## src/rtl/prog_sequencer.sv

```systemverilog
// prog_sequencer: run controller for the three-program processor.
// Launches programs 1 -> 2 -> 3 in turn, holding the core in reset for one
// cycle before each program, and aborts on divide-by-zero (program 1 only)
// or when a program exceeds its cycle budget. Every output is a register.
module prog_sequencer #(
  parameter logic [9:0]  PROG1_BASE = 10'd0,
  parameter logic [9:0]  PROG2_BASE = 10'd256,
  parameter logic [9:0]  PROG3_BASE = 10'd512,
  parameter logic [15:0] TIMEOUT    = 16'd4000
) (
  input  logic        CLK,
  input  logic        Reset,
  input  logic        Start,
  input  logic        Halt,
  input  logic        DivZero,
  output logic [1:0]  ProgState,
  output logic        CoreReset,
  output logic [9:0]  StartAddr,
  output logic        Busy,
  output logic        Done,
  output logic [1:0]  Fault,
  output logic [15:0] CycleCount
);

  // Controller states.
  localparam logic [2:0] ST_IDLE   = 3'd0;
  localparam logic [2:0] ST_LAUNCH = 3'd1;
  localparam logic [2:0] ST_RUN    = 3'd2;
  localparam logic [2:0] ST_DONE   = 3'd3;
  localparam logic [2:0] ST_FAULT  = 3'd4;

  // ProgState encodings.
  localparam logic [1:0] PROG_NONE = 2'b00;
  localparam logic [1:0] PROG_1    = 2'b01;
  localparam logic [1:0] PROG_3    = 2'b11;

  // Fault encodings.
  localparam logic [1:0] FAULT_NONE    = 2'b00;
  localparam logic [1:0] FAULT_DIVZERO = 2'b01;
  localparam logic [1:0] FAULT_TIMEOUT = 2'b10;

  logic [2:0]  state;
  logic [2:0]  state_next;
  logic [1:0]  prog_next;
  logic [9:0]  addr_next;
  logic [1:0]  fault_next;
  logic [15:0] count_next;
  logic [15:0] count_inc;
  logic        timeout_hit;

  // Saturating increment so a long run can never wrap the counter.
  assign count_inc   = (CycleCount == 16'hFFFF) ? CycleCount : CycleCount + 16'd1;
  // The budget is spent on the cycle whose increment would reach TIMEOUT.
  assign timeout_hit = (CycleCount == TIMEOUT - 16'd1);

  // Next-state and next-output decode.
  always_comb begin
    // NOTE: every variable gets a default first so no path leaves it unassigned
    // (an unassigned path in combinational logic infers a latch).
    state_next = state;
    prog_next  = ProgState;
    addr_next  = StartAddr;
    fault_next = Fault;
    count_next = CycleCount;

    case (state)
      ST_IDLE, ST_DONE, ST_FAULT: begin
        if (Start) begin
          state_next = ST_LAUNCH;
          prog_next  = PROG_1;
          addr_next  = PROG1_BASE;
          fault_next = FAULT_NONE;
          count_next = '0;
        end else if (state == ST_DONE) begin
          state_next = ST_IDLE;
        end
      end

      ST_LAUNCH: begin
        state_next = ST_RUN;
        count_next = '0;
      end

      ST_RUN: begin
        if (DivZero && (ProgState == PROG_1)) begin
          // Divide-by-zero outranks a simultaneous Halt.
          state_next = ST_FAULT;
          prog_next  = PROG_NONE;
          fault_next = FAULT_DIVZERO;
          count_next = count_inc;
        end else if (Halt && (ProgState != PROG_3)) begin
          state_next = ST_LAUNCH;
          prog_next  = ProgState + 2'd1;
          addr_next  = (ProgState == PROG_1) ? PROG2_BASE : PROG3_BASE;
          count_next = '0;
        end else if (Halt) begin
          state_next = ST_DONE;
          prog_next  = PROG_NONE;
          count_next = count_inc;
        end else if (timeout_hit) begin
          // Counter is frozen at TIMEOUT-1 so it reports the last RUN value.
          state_next = ST_FAULT;
          prog_next  = PROG_NONE;
          fault_next = FAULT_TIMEOUT;
        end else begin
          count_next = count_inc;
        end
      end

      default: begin
        state_next = ST_IDLE;
        prog_next  = PROG_NONE;
      end
    endcase
  end

  // State and output registers; status flags are decoded from the next state
  // so they line up with the state they describe.
  always_ff @(posedge CLK) begin
    // NOTE: sequential state uses non-blocking assignments so every register
    // samples the pre-edge values regardless of statement order.
    if (Reset) begin
      state      <= ST_IDLE;
      ProgState  <= PROG_NONE;
      CoreReset  <= 1'b1;
      StartAddr  <= PROG1_BASE;
      Busy       <= 1'b0;
      Done       <= 1'b0;
      Fault      <= FAULT_NONE;
      CycleCount <= '0;
    end else begin
      state      <= state_next;
      ProgState  <= prog_next;
      CoreReset  <= (state_next != ST_RUN);
      StartAddr  <= addr_next;
      Busy       <= (state_next == ST_LAUNCH) || (state_next == ST_RUN);
      Done       <= (state_next == ST_DONE);
      Fault      <= fault_next;
      CycleCount <= count_next;
    end
  end

endmodule

```

## config.mk

```make
export PLATFORM = sky130hd
export DESIGN_NAME = prog_sequencer
export DESIGN_NICKNAME = d
export VERILOG_FILES = /design/src/rtl/prog_sequencer.sv
export SDC_FILE = /design/constraint.sdc
export NUM_CORES = 1
export LEC_CHECK = 0
export BUFFER_PORTS_ARGS = -buffer_cell sky130_fd_sc_hd__buf_2
export CORE_MARGIN = 1
export CORE_UTILIZATION = 53
export CTS_BUF_LIST = sky130_fd_sc_hd__clkbuf_4 sky130_fd_sc_hd__clkbuf_8 sky130_fd_sc_hd__clkbuf_16
export DETAILED_ROUTE_END_ITERATION = 10
export PLACE_DENSITY = 0.79
export SYNTH_ARGS = -nofsm -noshare
export SYNTH_HDL_FRONTEND = slang
export SYNTH_SLANG_ARGS = --single-unit
```

## constraint.sdc

```tcl
create_clock -name CLK -period 2.2 [get_ports CLK]
set_clock_uncertainty 0.1 [all_clocks]
set_input_delay 0.11 -clock CLK [delete_from_list [all_inputs] [get_ports CLK]]
set_output_delay 0.11 -clock CLK [all_outputs]
set_load 0.03 [all_outputs]
```

==> flow_summary_export.csv, run 1 <==
group,metric,value,unit
timing,rsz0062_at_grt,"no",
cells_and_area,fin_area,1830,sq um
place,hpwl,2.76,mm
cells_and_area,diodes,0,
cells_and_area,layout-drive-gt1-share,0.248,
place,gp_congestion,0.965,
global_route,grt_overflow,0,
global_route,grt_pass1_wl,6.39,mm
min_path,hold_class,"in -> reg",
pwr,p_per_area,571,nW/um^2
yosys,ys.flop_type,"dfxtp_1",
route,vias_per_cell,6.15,
yosys,yosys_warnings,0,
clocking,postCtsSetupBuffers,0,
floorplan,pin_count,38,
critical_path,endpoint_kind,"register",
status,violations,"design-rule violations",
floorplan,fp.dieW,57.5,um
pwr,vdd_ir_drop_max,0.337,mV
route,vias,1581,
yosys,syn_avg_cell_area,8.39,sq um
min_path,holdPathStages,2,
route,firstDrtPassIters,7,
clocking,cts_tree,"built",
global_route,grt_pass1_vias,1484,
timing,fmax,0.475,GHz
route,wl_per_cell,14.7,um
critical_path,worst-path-max-fanout,15,
yosys,synth_seq_cells,28,
clocking,cts-buffers-inserted,3,
cells_and_area,fin_util,0.648,
floorplan,core.rowCount,19,
pwr,power.total,1.05,mW
yosys,synthCells,195,
cells_and_area,area_growth,12.0,%
floorplan,dieArea,3310,sq um
critical_path,rrSetupSlack,0.1,ns
yosys,async_reset_ff_frac,0,
route,drtIter0Drc,107,
floorplan,core_area,2830,sq um
critical_path,required,2.39,ns
route,wl,3.77,mm
critical_path,arrival,2.30,ns
timing,hold_viol_final,0,
place,port_buffers,29,
timing,slew_headroom,0.559,
clocking,cts_sinks,28,
critical_path,r2r_cells,7,
route,ant_nets,0,
timing,fin_setup_tns,0,ns
place,dp.cells,253,
yosys,post_synth_num_cell_types,50,
global_route,grt_use_total,0.245,
cells_and_area,instances_no_fill,257,
clocking,path_clk_slew,0.15,ns
critical_path,timing.critical_path.from_type,"register",
route,drcViolationCount,5,
critical_path,path_class,"reg -> reg",
place,dpl_cell_area,1780,sq um
yosys,synth_edf_count,0,
floorplan,start_util,0.578,
timing,fin_crit,2.10,ns
pwr,p_leak,0.719,nW
timing,setup_viol,0,
clocking,clock_latency,0.34,ns
timing,tightestPinTransition,0.655,ns
cells_and_area,nets,235,
floorplan,die_h,57.5,um
timing,slew_viol_final,0,
status,status,"complete, but fails checks",
timing,post-route-period-util,0.956,
clocking,cts-root-buf,"clkbuf_4",
job,maxCapViolations,0,
global_route,antenna_found_initial,0,
yosys,synth-seq-area-share,0.343,
clocking,htreeDepth,1,
clocking,cts_buffer_depth,2,
yosys,synth_area,1640,sq um
global_route,grt_max_degree,19,
==> layer usage <==
metal / track usage / vias to the layer above / part of all wire
met5: 0 / - / 0
met4: 0.115 / 0 / 0.020
met3: 0.0385 / 13 / 0.060
met2: 0.392 / 62 / 0.48
met1: 0.323 / 723 / 0.44
li1: - / 783 / -
==> worst paths after layout <==
path,from,to
max reg2reg,CycleCount[0],CycleCount[7]
min,Reset,Busy
max,CycleCount[0],CycleCount[7]
min reg2reg,StartAddr[9],StartAddr[9]
==> timing repair <==
action	CTS	global route
gates resized for setup	0	6
hold buffers	0	0
setup endpoints to repair	0	13
==> through the flow <==
step / hold slack [ns] / worst slack (ns)
global route: 0.0244 / 0.00719
CTS: 0.0151 / 0.0467
detailed placement: 0.362 / 0.102
finish: 0.0100 / 0.0959
floorplan: 0.232 / 0.0453
global placement: 0.357 / 0.166
==> cells in the final DEF (no fill, tap or decap), types with 7 or more instances in the layout <==
cell type  Yosys  layout
buf_2          4      29
dfxtp_1       28      25
a21oi_1       16      15
nor2_1        12      12
nand2_1       12      11
or4_1          9       9
nor3_1         8       8
conb_1         1       8
buf_4          8       8
o21ai_0        7       7
==> cell usage after synthesis, drive strengths merged (4+ instances only) <==
master	count	share of area
a21oi	17	0.054
a31oi	6	0.023
buf	16	0.072
dfxtp	28	0.34
inv	6	0.014
nand2	12	0.028
nand3	6	0.018
nand4	4	0.015
nor2	12	0.028
nor2b	4	0.015
nor3	9	0.031
nor4	4	0.015
o21ai	9	0.030
o31ai	6	0.028
or4	9	0.041
==> critical path: stages (launching register included) <==
cell      delay [ns]
dfxtp_1         0.35
ha_1            0.23
and4_1          0.24
nand4_1         0.15
o211ai_2        0.10
buf_4           0.20
or4_1           0.53
a21oi_2         0.14
==> registers in the layout, indices dropped and copies added (netlist names) <==
name / flops
CycleCount: 16
state: 3
Fault: 2
ProgState: 2
StartAddr: 2
Busy: 1
CoreReset: 1
Done: 1
==> where the power goes <==
part	leakage [nW]	internal (mW)	switching (mW)
clock network	0.0210	0.102	0.162
logic	0.471	0.0801	0.156
registers	0.228	0.527	0.0188
==> final cells by class <==
class	count	area [sq um]
inverter	6	22.5
tap	31	38.8
sequential	28	564
fill	240	997
multi-input combinational	151	965
timing repair buffer	37	205
clock buffer	4	36.3
==> logic make-up (layout without fill, tap and decap cells) <==
group                      Yosys count  in the layout  share of synthesized area
AOI/OAI and AO/OA                   53             53                      0.216
xor gates and xnor gates             2              2                     0.0107
adders and majority gates            3              3                     0.0230
buffers and inverters               23             47                     0.0880
DFF                                 28             28                      0.343
muxes                                3              3                     0.0184
other                                1              8                    0.00229
and+or+nand+nor                     82             82                      0.299
Power figures use the tool's default switching activity.
==> inputs of run 2 (changes only) <==
--- a/config.mk
+++ b/config.mk
@@ -11,6 +11,7 @@
 export CTS_BUF_LIST = sky130_fd_sc_hd__clkbuf_4 sky130_fd_sc_hd__clkbuf_8 sky130_fd_sc_hd__clkbuf_16
 export DETAILED_ROUTE_END_ITERATION = 10
 export PLACE_DENSITY = 0.79
+export REMOVE_ABC_BUFFERS = 1
 export SYNTH_ARGS = -nofsm -noshare
 export SYNTH_HDL_FRONTEND = slang
 export SYNTH_SLANG_ARGS = --single-unit
==> constraint.sdc (replaced) <==
create_clock -name CLK -period 2.39 [get_ports CLK]
set_clock_uncertainty 0.1 [all_clocks]
set_input_delay 0.1195 -clock CLK [delete_from_list [all_inputs] [get_ports CLK]]
set_output_delay 0.1195 -clock CLK [all_outputs]
set_load 0.03 [all_outputs]
==> run 2 against run 1 <==
Compared with the run above:
- the run still ends with design-rule violations left
- global-route usage increased by 1.1 points
- utilization down 0.53 points
- sequential share of layout area up 0.19 points
- flip-flop and latch count unchanged
- clock power increased by 22%
- hold slack better by 0.018 ns
- die area unchanged
- largest power group unchanged
- highest routed layer unchanged
==> flow_summary_export.csv, run 2 (synthesis gave the netlist of run 1 again) <==
group,metric,value,unit
critical_path,r2r_cells,7,
clocking,cts-buffers-inserted,3,
clocking,path_clk_slew,0.16,ns
global_route,groute.layer.met2.usage,0.404,
status,status,"complete, but fails checks",
cells_and_area,layout-drive-gt1-share,0.226,
clocking,clock_latency,0.35,ns
timing,setup_viol,0,
floorplan,core.rowCount,19,
cells_and_area,final_cell_mix,"29 x buf_2, 26 x dfxtp_1, 16 x a21oi_1, 12 x nand2_1, 12 x nor2_1",
global_route,antenna_found_initial,0,
timing,fin_crit,2.23,ns
timing,tightestPinTransition,0.634,ns
floorplan,dieArea,3310,sq um
cells_and_area,diodes,0,
timing,whs,0.0283,ns
route,ant_nets,0,
cells_and_area,ff_latch_area,563,sq um
critical_path,arrival,2.42,ns
floorplan,fp.dieW,57.5,um
clocking,postCtsSetupBuffers,0,
clocking,cts_buffer_depth,2,
pwr,p_leak,0.697,nW
place,gp_congestion,0.860,
critical_path,timing.critical_path.from_type,"register",
timing,slew_headroom,0.574,
clocking,holdBufCountCts,0,
global_route,grt.busiest_layer,"met2",
floorplan,core_area,2830,sq um
timing,fmax,0.448,GHz
global_route,grt_max_degree,22,
timing,setup_slack,0.158,ns
clocking,cts_sinks,28,
global_route,met1_usage,0.345,
floorplan,start_util,0.578,
place,dp_slack,0.101,ns
cells_and_area,multi_input_area,972,sq um
pwr,power.total,1.04,mW
floorplan,die_h,57.5,um
cells_and_area,instances_no_fill,252,
global_route,grt_pass1_wl,6.66,mm
route,vias_per_cell,6.38,
timing,post-route-period-util,0.934,
status,violations,"design-rule violations",
job,maxCapViolations,0,
critical_path,endpoint_kind,"register",
critical_path,cp_slowest_cell,"or4_1",
pwr,vdd_ir_drop_max,0.473,mV
critical_path,cp_cell_sequence,"ha_2 -> and4_4 -> nand4_1 -> buf_4 -> o2bb2ai_1 -> or4_1 -> a21oi_1",
route,vias,1609,
timing,slew_viol_final,0,
critical_path,required,2.58,ns
timing,hold_viol_final,0,
route,firstDrtPassIters,7,
min_path,holdPathStages,2,
floorplan,pin_count,38,
cells_and_area,nets,230,
route,drcViolationCount,1,
route,wl_per_cell,15.4,um
place,dp.cells,248,
global_route,grt_use_total,0.256,
place,hpwl,2.78,mm
critical_path,worst-path-max-fanout,6,
cells_and_area,n_fill_cell,264,
min_path,hold_class,"in -> reg",
cells_and_area,largest_reg_flops,16,
clocking,cts_resized,0,
global_route,grt_overflow,0,
cells_and_area,area_growth,11.1,%
global_route,grt_pass1_vias,1412,
global_route,grtUsageMet3,0.0567,
route,drtIter0Drc,61,
cells_and_area,top_regs,"CycleCount: 16 flops, state: 3 flops",
timing,rsz0062_at_grt,"no",
critical_path,path_class,"reg -> reg",
timing,fin_setup_tns,0,ns
cells_and_area,final_common_cell,"buf_2",
route,wl,3.89,mm
pwr,p_per_area,570,nW/um^2
cells_and_area,largest_register,"CycleCount",
clocking,htreeDepth,1,
critical_path,slowest_delay,0.45,ns
clocking,cts_tree,"built",
clocking,cts-root-buf,"clkbuf_4",
place,port_buffers,29,
run 2: area by class of cell:
class / count / share of cell area
repair buffers: 32 / 0.0923
well taps: 31 / 0.0213
clock inverters: 1 / 0.0165
inverters: 6 / 0.0124
multi-input cells: 151 / 0.535
flip-flops and latches: 28 / 0.310
clock buffers: 3 / 0.0124
run 2: power by group:
| part | switching [mW] | leakage, nW | internal, mW |
|---|---|---|---|
| clock | 0.152 | 0.0279 | 0.170 |
| sequential | 0.0200 | 0.228 | 0.484 |
| combinational | 0.143 | 0.441 | 0.0676 |
run 2: path summary, 6_finish.rpt:
kind | start | to | slack (ns)
min reg2reg | StartAddr[9] | StartAddr[9] | 0.40
max reg2reg | CycleCount[0] | StartAddr[9] | 0.16
max | CycleCount[0] | StartAddr[9] | 0.16
min | Reset | ProgState[0] | 0.03
run 2: layer usage:
| metal | vias to the layer above | part of all wire |
|---|---|---|
| met5 | - | 0 |
| met4 | 0 | 0.011 |
| met2 | 63 | 0.49 |
| met3 | 5 | 0.064 |
| met1 | 773 | 0.43 |
| li1 | 768 | - |
run 2: worst max-delay path, delay by kind of cell, from the launching register on:
family / cells / cell delay, ns
adders and majority gates: 1 / 0.22
DFF: 1 / 0.40
AOI/OAI and AO/OA: 2 / 0.37
and+or+nand+nor: 3 / 0.87
buffers and inverters: 1 / 0.21
run 2: per-stage QoR:
step | utilization | area [sq um]
2_1_floorplan | - | 1540
3_3_place_gp | 0.617 | 1750
3_5_place_dp | 0.617 | 1750
4_1_cts | 0.636 | 1800
5_1_grt | 0.642 | 1820
6_report | 0.642 | 1820
